==> config.mk <==
export PLATFORM = sky130hd
export DESIGN_NAME = screen_scanner
export DESIGN_NICKNAME = d
export VERILOG_FILES = /design/src/rtl/screen_scanner.sv
export SDC_FILE = /design/constraint.sdc
export NUM_CORES = 1
export LEC_CHECK = 0
export CAP_MARGIN = 20
export CORE_MARGIN = 2
export CORE_UTILIZATION = 59
export DETAILED_ROUTE_END_ITERATION = 12
export GPL_ROUTABILITY_DRIVEN = 0
export GPL_TIMING_DRIVEN = 0
export HOLD_SLACK_MARGIN = 0.02
export PLACE_DENSITY_LB_ADDON = 0.25
export SYNTH_ARGS = -nofsm -noshare
export SYNTH_HDL_FRONTEND = slang
export SYNTH_SLANG_ARGS = --single-unit
==> constraint.sdc <==
create_clock -name clock -period 9.3 [get_ports clock]
set_input_delay 1.395 -clock clock [delete_from_list [all_inputs] [get_ports clock]]
set_output_delay 1.395 -clock clock [all_outputs]
set_load 0.05 [all_outputs]
==> src/rtl/screen_scanner.sv <==
// Raster scanner for a 512x256 monochrome screen mapped at 0x4000-0x5FFF.
// Keeps one word prefetched ahead of the beam; missing words show as blank.
module screen_scanner #(
  parameter int H_BLANK = 32,
  parameter int V_BLANK = 8
) (
  input  logic        clock,
  input  logic        reset_n,
  input  logic        enable,
  output logic        rd_req,
  output logic [14:0] rd_addr,
  input  logic        rd_valid,
  input  logic [15:0] rd_data,
  output logic        pixel,
  output logic        active,
  output logic        hsync,
  output logic        vsync,
  output logic        frame_start,
  output logic        underrun
);

  localparam int XMAX = 511 + H_BLANK;
  localparam int YMAX = 255 + V_BLANK;
  localparam int XW = $clog2(XMAX + 1);
  localparam int YW = $clog2(YMAX + 1);

  typedef enum logic [1:0] {
    IDLE,
    REQ,
    WAIT
  } st_t;

  st_t st, st_nx;

  logic [XW-1:0] x, nx;
  logic [YW-1:0] y, ny;
  logic [15:0]   sr, buf_q, lw;
  logic [13:0]   fp;
  logic [12:0]   w;
  logic          buf_v, drop, ign;
  logic          xwrap, nact, ldpt;
  logic          take, direct, under, vb_start;

  always_comb begin
    xwrap = (x == XW'(XMAX));
    nx    = xwrap ? '0 : x + 1'b1;
    ny    = y;
    if (xwrap)
      ny = (y == YW'(YMAX)) ? '0 : y + 1'b1;
    nact     = (nx < XW'(512)) && (ny < YW'(256));
    ldpt     = enable && nact && (nx[3:0] == 4'd0);
    w        = {ny[7:0], nx[8:4]};
    take     = (st == WAIT) && rd_valid && !drop;
    direct   = ldpt && !buf_v && take;
    under    = ldpt && !buf_v && !take;
    lw       = buf_v ? buf_q : (take ? rd_data : '0);
    vb_start = enable && xwrap && (y == YW'(255));
  end

  always_comb begin
    st_nx = st;
    unique case (st)
      IDLE:
        if (enable && !ign && !buf_v && !fp[13])
          st_nx = REQ;
      REQ:
        if (enable)
          st_nx = WAIT;
      WAIT:
        if (rd_valid)
          st_nx = IDLE;
      default:
        st_nx = IDLE;
    endcase
  end

  assign rd_req  = (st == REQ) && enable;
  assign rd_addr = {2'b10, fp[12:0]};

  always_ff @(posedge clock) begin
    if (!reset_n) begin
      st          <= IDLE;
      x           <= '0;
      y           <= YW'(256);
      sr          <= '0;
      buf_q       <= '0;
      buf_v       <= 1'b0;
      drop        <= 1'b0;
      ign         <= 1'b1;
      fp          <= '0;
      pixel       <= 1'b0;
      active      <= 1'b0;
      hsync       <= 1'b0;
      vsync       <= 1'b1;
      frame_start <= 1'b0;
      underrun    <= 1'b0;
    end else begin
      st  <= st_nx;
      ign <= 1'b0;
      if (take && !direct) begin
        buf_q <= rd_data;
        buf_v <= 1'b1;
      end
      if (ldpt)
        buf_v <= 1'b0;
      // a request still in flight at an underrun carries a stale word
      if (st == WAIT && rd_valid)
        drop <= 1'b0;
      if (under && (st == REQ || (st == WAIT && !rd_valid)))
        drop <= 1'b1;
      if (vb_start)
        fp <= '0;
      else if (under)
        fp <= 14'(w) + 14'd1;
      else if (rd_req)
        fp <= fp + 14'd1;
      if (enable) begin
        x           <= nx;
        y           <= ny;
        active      <= nact;
        hsync       <= (nx >= XW'(512));
        vsync       <= (ny >= YW'(256));
        frame_start <= (nx == '0) && (ny == '0);
        if (ldpt) begin
          sr    <= lw;
          pixel <= lw[0];
        end else begin
          pixel <= nact && sr[nx[3:0]];
        end
        if (under)
          underrun <= 1'b1;
      end
    end
  end

endmodule

* Yosys cells after proc, flatten, opt, wreduce, memory -nomap -nowiden
Index checks and enable logic that the tools add are counted.
** Word-level totals
- Bits in registers :: 76
- Input bits :: 20
- Output and inout bits :: 22
- Logic and storage cells :: 88
** Operators by class
- $add $sub $neg :: 4
- $lt $le $gt $ge :: 5
- Equal/unequal tests :: 8
- Muxes and demuxes :: 17
- Bitwise gates (word level) :: 1
- Reduce and logical (&&, ||, !) cells :: 38
** Operator list (number)
- $mux 16 :: 2
- $mux 14 :: 2
- $logic_and 1x1->1 :: 19
- $mux 9 :: 2
- $add 13x1->14 const B :: 1
- $add 14x1->14 const B :: 1
- $add 10x1->10 const B :: 1
- $eq 10x10->1 const B :: 1
- $ge 10x10->1 const B :: 1
- $logic_not 10->1 :: 1
- $lt 10x10->1 const B :: 1
- $mux 10 :: 1
- $add 9x1->9 const B :: 1
- $eq 9x8->1 const B :: 1
- $eq 9x9->1 const B :: 1
- $ge 9x9->1 const B :: 1
- $logic_not 9->1 :: 1
- $lt 9x9->1 const B :: 1
- $logic_not 1->1 :: 7
- $mux 2 :: 3
- $ne 2x2->1 const B :: 3
- $pmux 2 s3 :: 1
- $lt 4x5->1 const B :: 1
- $mux 1 :: 5
- other kinds (11) :: 14

* Longest topological paths before layout
- Depth in word-level cells :: 11
- Mapped depth :: 20
- Depth with buffers taken out :: 16

* Worst setup path before layout
No wires, ideal clock.
- Path kind :: input port to flip-flop
- Start :: input port enable
- End :: register fp[6]
- Setup time :: 137 ps
- Arrival :: 4143 ps
- Required time :: 9163 ps
- Path slack :: 5020 ps
- Stages on the path :: 16
- Buffers on the path :: 4
- Cell sequence :: and4_1 > nand3_1 > o22ai_1 > nand4b_1 > clkbuf_1 > buf_1 > nand2_1 > o21ai_0 > ha_1 > clkbuf_1 > and3_1 > clkbuf_1 > mux2_2 > a221o_1 > a21oi_1 > a211oi_1
** Between the ends
- Cells in the longest elaborated chain, start to end :: 5
- Elaborated cells on any way between the ends :: 10
- Those cells by class :: mux: 1; reduce/logical: 9
** Ends and longest elaborated chain
- start: declaration :: RTL line 9 : input logic enable,
- $logic_and 1x1->1 (2 in series) :: RTL line 51 : ldpt = enable && nact && (nx[3:0] == 4'd0);
- $logic_and 1x1->1 (2 in series) :: RTL line 55 : under = ldpt && !buf_v && !take;
- $mux 14 or $reduce_bool 2->1 (tied branches)
- end signal: assignment :: RTL line 114 : fp <= 14'(w) + 14'd1;
- end signal: assignment :: RTL line 116 : fp <= fp + 14'd1;
- end: declaration :: RTL line 38 : logic [13:0] fp;
Parallel ways exist; a longest one is shown, timed or not.
A chain may end at the register's enable or synchronous reset.

* Worst setup path after layout
- Start :: input port enable
- End :: register fp[10]
Same word-level chain as after synthesis.

==> qor.yml <==
sta:
  tightest_slew_ps: 909
  min_period_over_period_pct: 55.0
  slew_headroom_pct: 38.8
  post-route-min-period_ps: 5120
  setup_viol: 0
  fmax_mhz: 195
  fin_hold_ws_ps: 464
  finalWorstSetupSlack_ps: 4180
  slew_violations: 0
  fin_setup_tns_ps: 0
  hold_violations: 0
  rsz0062_at_grt: "false"
  skew_ps: 9.74
global_routing:
  grt_max_degree: 15
  grt_pass1_wl_um: 17400
  grt_pass1_vias: 3784
  grt_usage_pct: 28.2
  grt_antenna_before_repair: 0
  grt_overflow: 0
place:
  hpwl_um: 7720
  portBuffers: 38
  pre_cts_ws_ps: 3880
setup_path:
  cp_max_fo: 10
  reg2reg_depth: 20
  crit_type: "primary input to register"
  reg2reg_to: "fp[10]"
  path_cells: "clkdlybuf4s50_1 > and4_1 > nand3_1 > o22ai_1 > nand4b_1 > clkbuf_1 > buf_1 > o21ai_0 > ha_1 > clkbuf_1 > and3_1 > clkbuf_1 > nand2_1 > or3_1 > a31oi_1 > a211oi_1"
  critPathBufInv: 5
  cp_common_cell: "clkbuf_1"
  critPathLaunchType: "primary input"
  cp_slowest_cell: "clkdlybuf4s50_1"
  regToRegSetupSlack_ps: 4570
  r2r_start: "y[0]"
  end_kind: "register"
  arrival_ps: 5340
  required_ps: 9530
  worstSetupPathDepth: 16
  slowest_delay_ps: 470
  endpoint: "fp[10]"
  critPathTopFamily: "buffers and inverters"
  worstSetupStartpoint: "enable"
power_and_ir_drop:
  p_per_area_nw_per_um2: 129
  pwr-share-clk_pct: 42.1
  combPwrFrac_pct: 7.8
  vdd_drop_max_uv: 119
  cellInternalPower_mw: 0.476
  swShare_pct: 26.1
  p_sw_mw: 0.168
  p_seq_share_pct: 50.1
  leakagePower_nw: 1.90
  p_total_mw: 0.644
clocking:
  cts_made_buffers: 9
  postCtsSetupBuffers: 0
  hold_buffers: 0
  clk_pin_slew_worst_paths_ps: 80
  clockBufferDepth: 2
  clock_sinks: 74
  cts_resized: 0
  htree_levels: 3
  cts_tree: "yes"
  worstSkewPairLatency_ps: 360
  cts_root_buf: "clkbuf_8"
yosys:
  yosysUniqueCellTypes: 67
  synth_compound_area_share_pct: 15.5
  synth.cell_area_um2: 4290
  yosysSeqAreaShare_pct: 34.6
  ys.flop_type: "dfxtp_1"
  synth-simple-area-share_pct: 24.5
  synth_cells: 523
  ys_warn_count: 0
  ys_seq_elements: 74
  synth-edff-count: 0
  synthAdderAreaFrac_pct: 1.46
  synth_top_family_by_area: "simple AND/OR/NAND/NOR gates"
  postSynthAreaPerCell_um2: 8.20
  synth.mux.area_fraction_pct: 10.2
  yosys.area_share.xor_xnor_pct: 6.74
  synthesis.nets: 548
  async_flop_share_pct: 0
die:
  die-area_um2: 7960
  die_w_um: 89.2
  rows: 31
  die_y_um: 89.2
  io_pins: 42
  coreArea_um2: 7140
  initial_core_util_pct: 60.1
cells_and_area:
  diodes: 0
  utilization_pct: 70.1
  fin_nets: 597
  area_growth_pct: 16.7
  fillers: 587
  drive_above_1_share_pct: 8.84
route:
  antenna_left: 0
  first_pass_iters: 5
  drt-total-wl_um: 10400
  drc: 0
  wl_per_cell_um: 15.4
  vias: 4010
  avgViaCountPerCell: 5.93
  drt_iter0_markers: 313
job:
  max_cap_violations: 0
min_path:
  hold_class: "register to register"
run_status:
  status: "finished, final reports clean"
-- metal layers --
metal  GRT usage, %  wire length (µm)  part of all wire, %
met1           34.5              4320                   42
met2           49.0              5230                   50
met3           5.26               568                  5.5
met4           10.9               278                  2.7
met5              0                 0                    0
-- kinds of logic (layout without fill, tap and decap cells) --
| group | Yosys count | count (layout) |
|---|---|---|
| buffers and inverters | 60 | 114 |
| adders and majority gates | 5 | 5 |
| AOI/OAI and AO/OA | 101 | 101 |
| and+or+nand+nor | 206 | 206 |
| other | 2 | 2 |
| muxes | 42 | 42 |
| xor gates and xnor gates | 33 | 33 |
| DFF | 74 | 74 |
-- final cells by class --
cell class                      count  area, µm²  area share (%)
Buffer                             50        258            5.15
Clock buffer                       10        138            2.75
Clock inverter                      6       72.6            1.45
Inverter                           10       37.5           0.751
Multi-Input combinational cell    389       2510            50.2
Sequential cell                    74       1480            29.6
Tap cell                           99        124            2.48
Timing Repair Buffer               38        380            7.61
-- cells in the mapped netlist (2+ instances only) --
| master | instances | area, µm² |
|---|---|---|
| o22ai_1 | 3 | 18.8 |
| and4b_1 | 2 | 20.0 |
| a211oi_1 | 17 | 128 |
| nor2_1 | 64 | 240 |
| nand2b_1 | 4 | 25.0 |
| nor3_1 | 10 | 50.1 |
| a22oi_1 | 6 | 45.0 |
| and2_1 | 7 | 43.8 |
| a22o_1 | 2 | 17.5 |
| xor2_1 | 17 | 149 |
| a21oi_1 | 21 | 105 |
| nand3_1 | 19 | 95.1 |
| clkbuf_1 | 28 | 105 |
| xnor2_1 | 16 | 140 |
| mux2i_1 | 37 | 370 |
| nor4_1 | 3 | 18.8 |
| o21ai_0 | 27 | 135 |
| buf_2 | 2 | 10.0 |
| nor2b_1 | 6 | 37.5 |
| a31oi_1 | 2 | 12.5 |
| buf_1 | 3 | 11.3 |
| ha_1 | 5 | 62.6 |
| o21ai_1 | 3 | 15.0 |
| a221o_1 | 2 | 20.0 |
| nand4_1 | 12 | 75.1 |
| nand4b_1 | 3 | 26.3 |
| inv_1 | 9 | 33.8 |
| and4_1 | 3 | 26.3 |
| conb_1 | 2 | 7.51 |
| mux2_2 | 4 | 45.0 |
| nand2_1 | 46 | 173 |
| and3_1 | 6 | 37.5 |
| or3_1 | 5 | 31.3 |
| o31ai_1 | 2 | 15.0 |
| nor4b_1 | 2 | 17.5 |
| nand3b_1 | 3 | 22.5 |
| buf_4 | 16 | 120 |
| o21a_1 | 2 | 15.0 |
| dfxtp_1 | 74 | 1480 |
-- stage by stage --
stage	cell area, µm²	cells
global placement	4790	660
finish	5000	676
detailed placement	4790	660
CTS	5000	676
global route	5000	676
floorplan	4290	523
-- tightest hold or removal path: stages, from the launching register on --
cell and delay, ps:
dfxtp_1 340, nand2_1 50, o21ai_0 50
-- power groups by stage --
stage	Clock (mW)	Combinational (mW)	Sequential, mW
after floorplan	0	0.0324	0.330
after global routing	0.285	0.0547	0.324
after global placement	0	0.0486	0.330
after detailed placement	0	0.0497	0.330
final	0.271	0.0500	0.323
after CTS	0.272	0.0498	0.323
-- sequential cells by signal, summed over array words and instances (netlist names) --
| name | cells |
|---|---|
| active | 1 |
| buf_q | 16 |
| buf_v | 1 |
| drop | 1 |
| fp | 14 |
| frame_start | 1 |
| hsync | 1 |
| ign | 1 |
| pixel | 1 |
| sr | 16 |
| st | 2 |
| underrun | 1 |
| vsync | 1 |
| x | 9 |
| y | 8 |
-- cells in the final DEF (no fill, tap or decap), types with 12 or more instances in the layout --
cell and instances:
buf_4 16, a211oi_1 17, nand4_1 12, clkdlybuf4s50_1 38
xnor2_1 16, xor2_1 17, dfxtp_1 74, nor2_1 64
o21ai_0 27, a21oi_1 21, clkbuf_1 28, nand2_1 46
nand3_1 19, mux2i_1 37
-- worst min path at each step --
stage | startpoint | to | depth (start not counted)
6_report | sr[3] | sr[3] | 2
3_3_place_gp | sr[5] | sr[5] | 2
5_1_grt | sr[6] | sr[6] | 2
3_5_place_dp | sr[8] | sr[8] | 2
2_1_floorplan | sr[2] | sr[2] | 2
4_1_cts | sr[6] | sr[6] | 2
(Power assumes the default switching activity.)
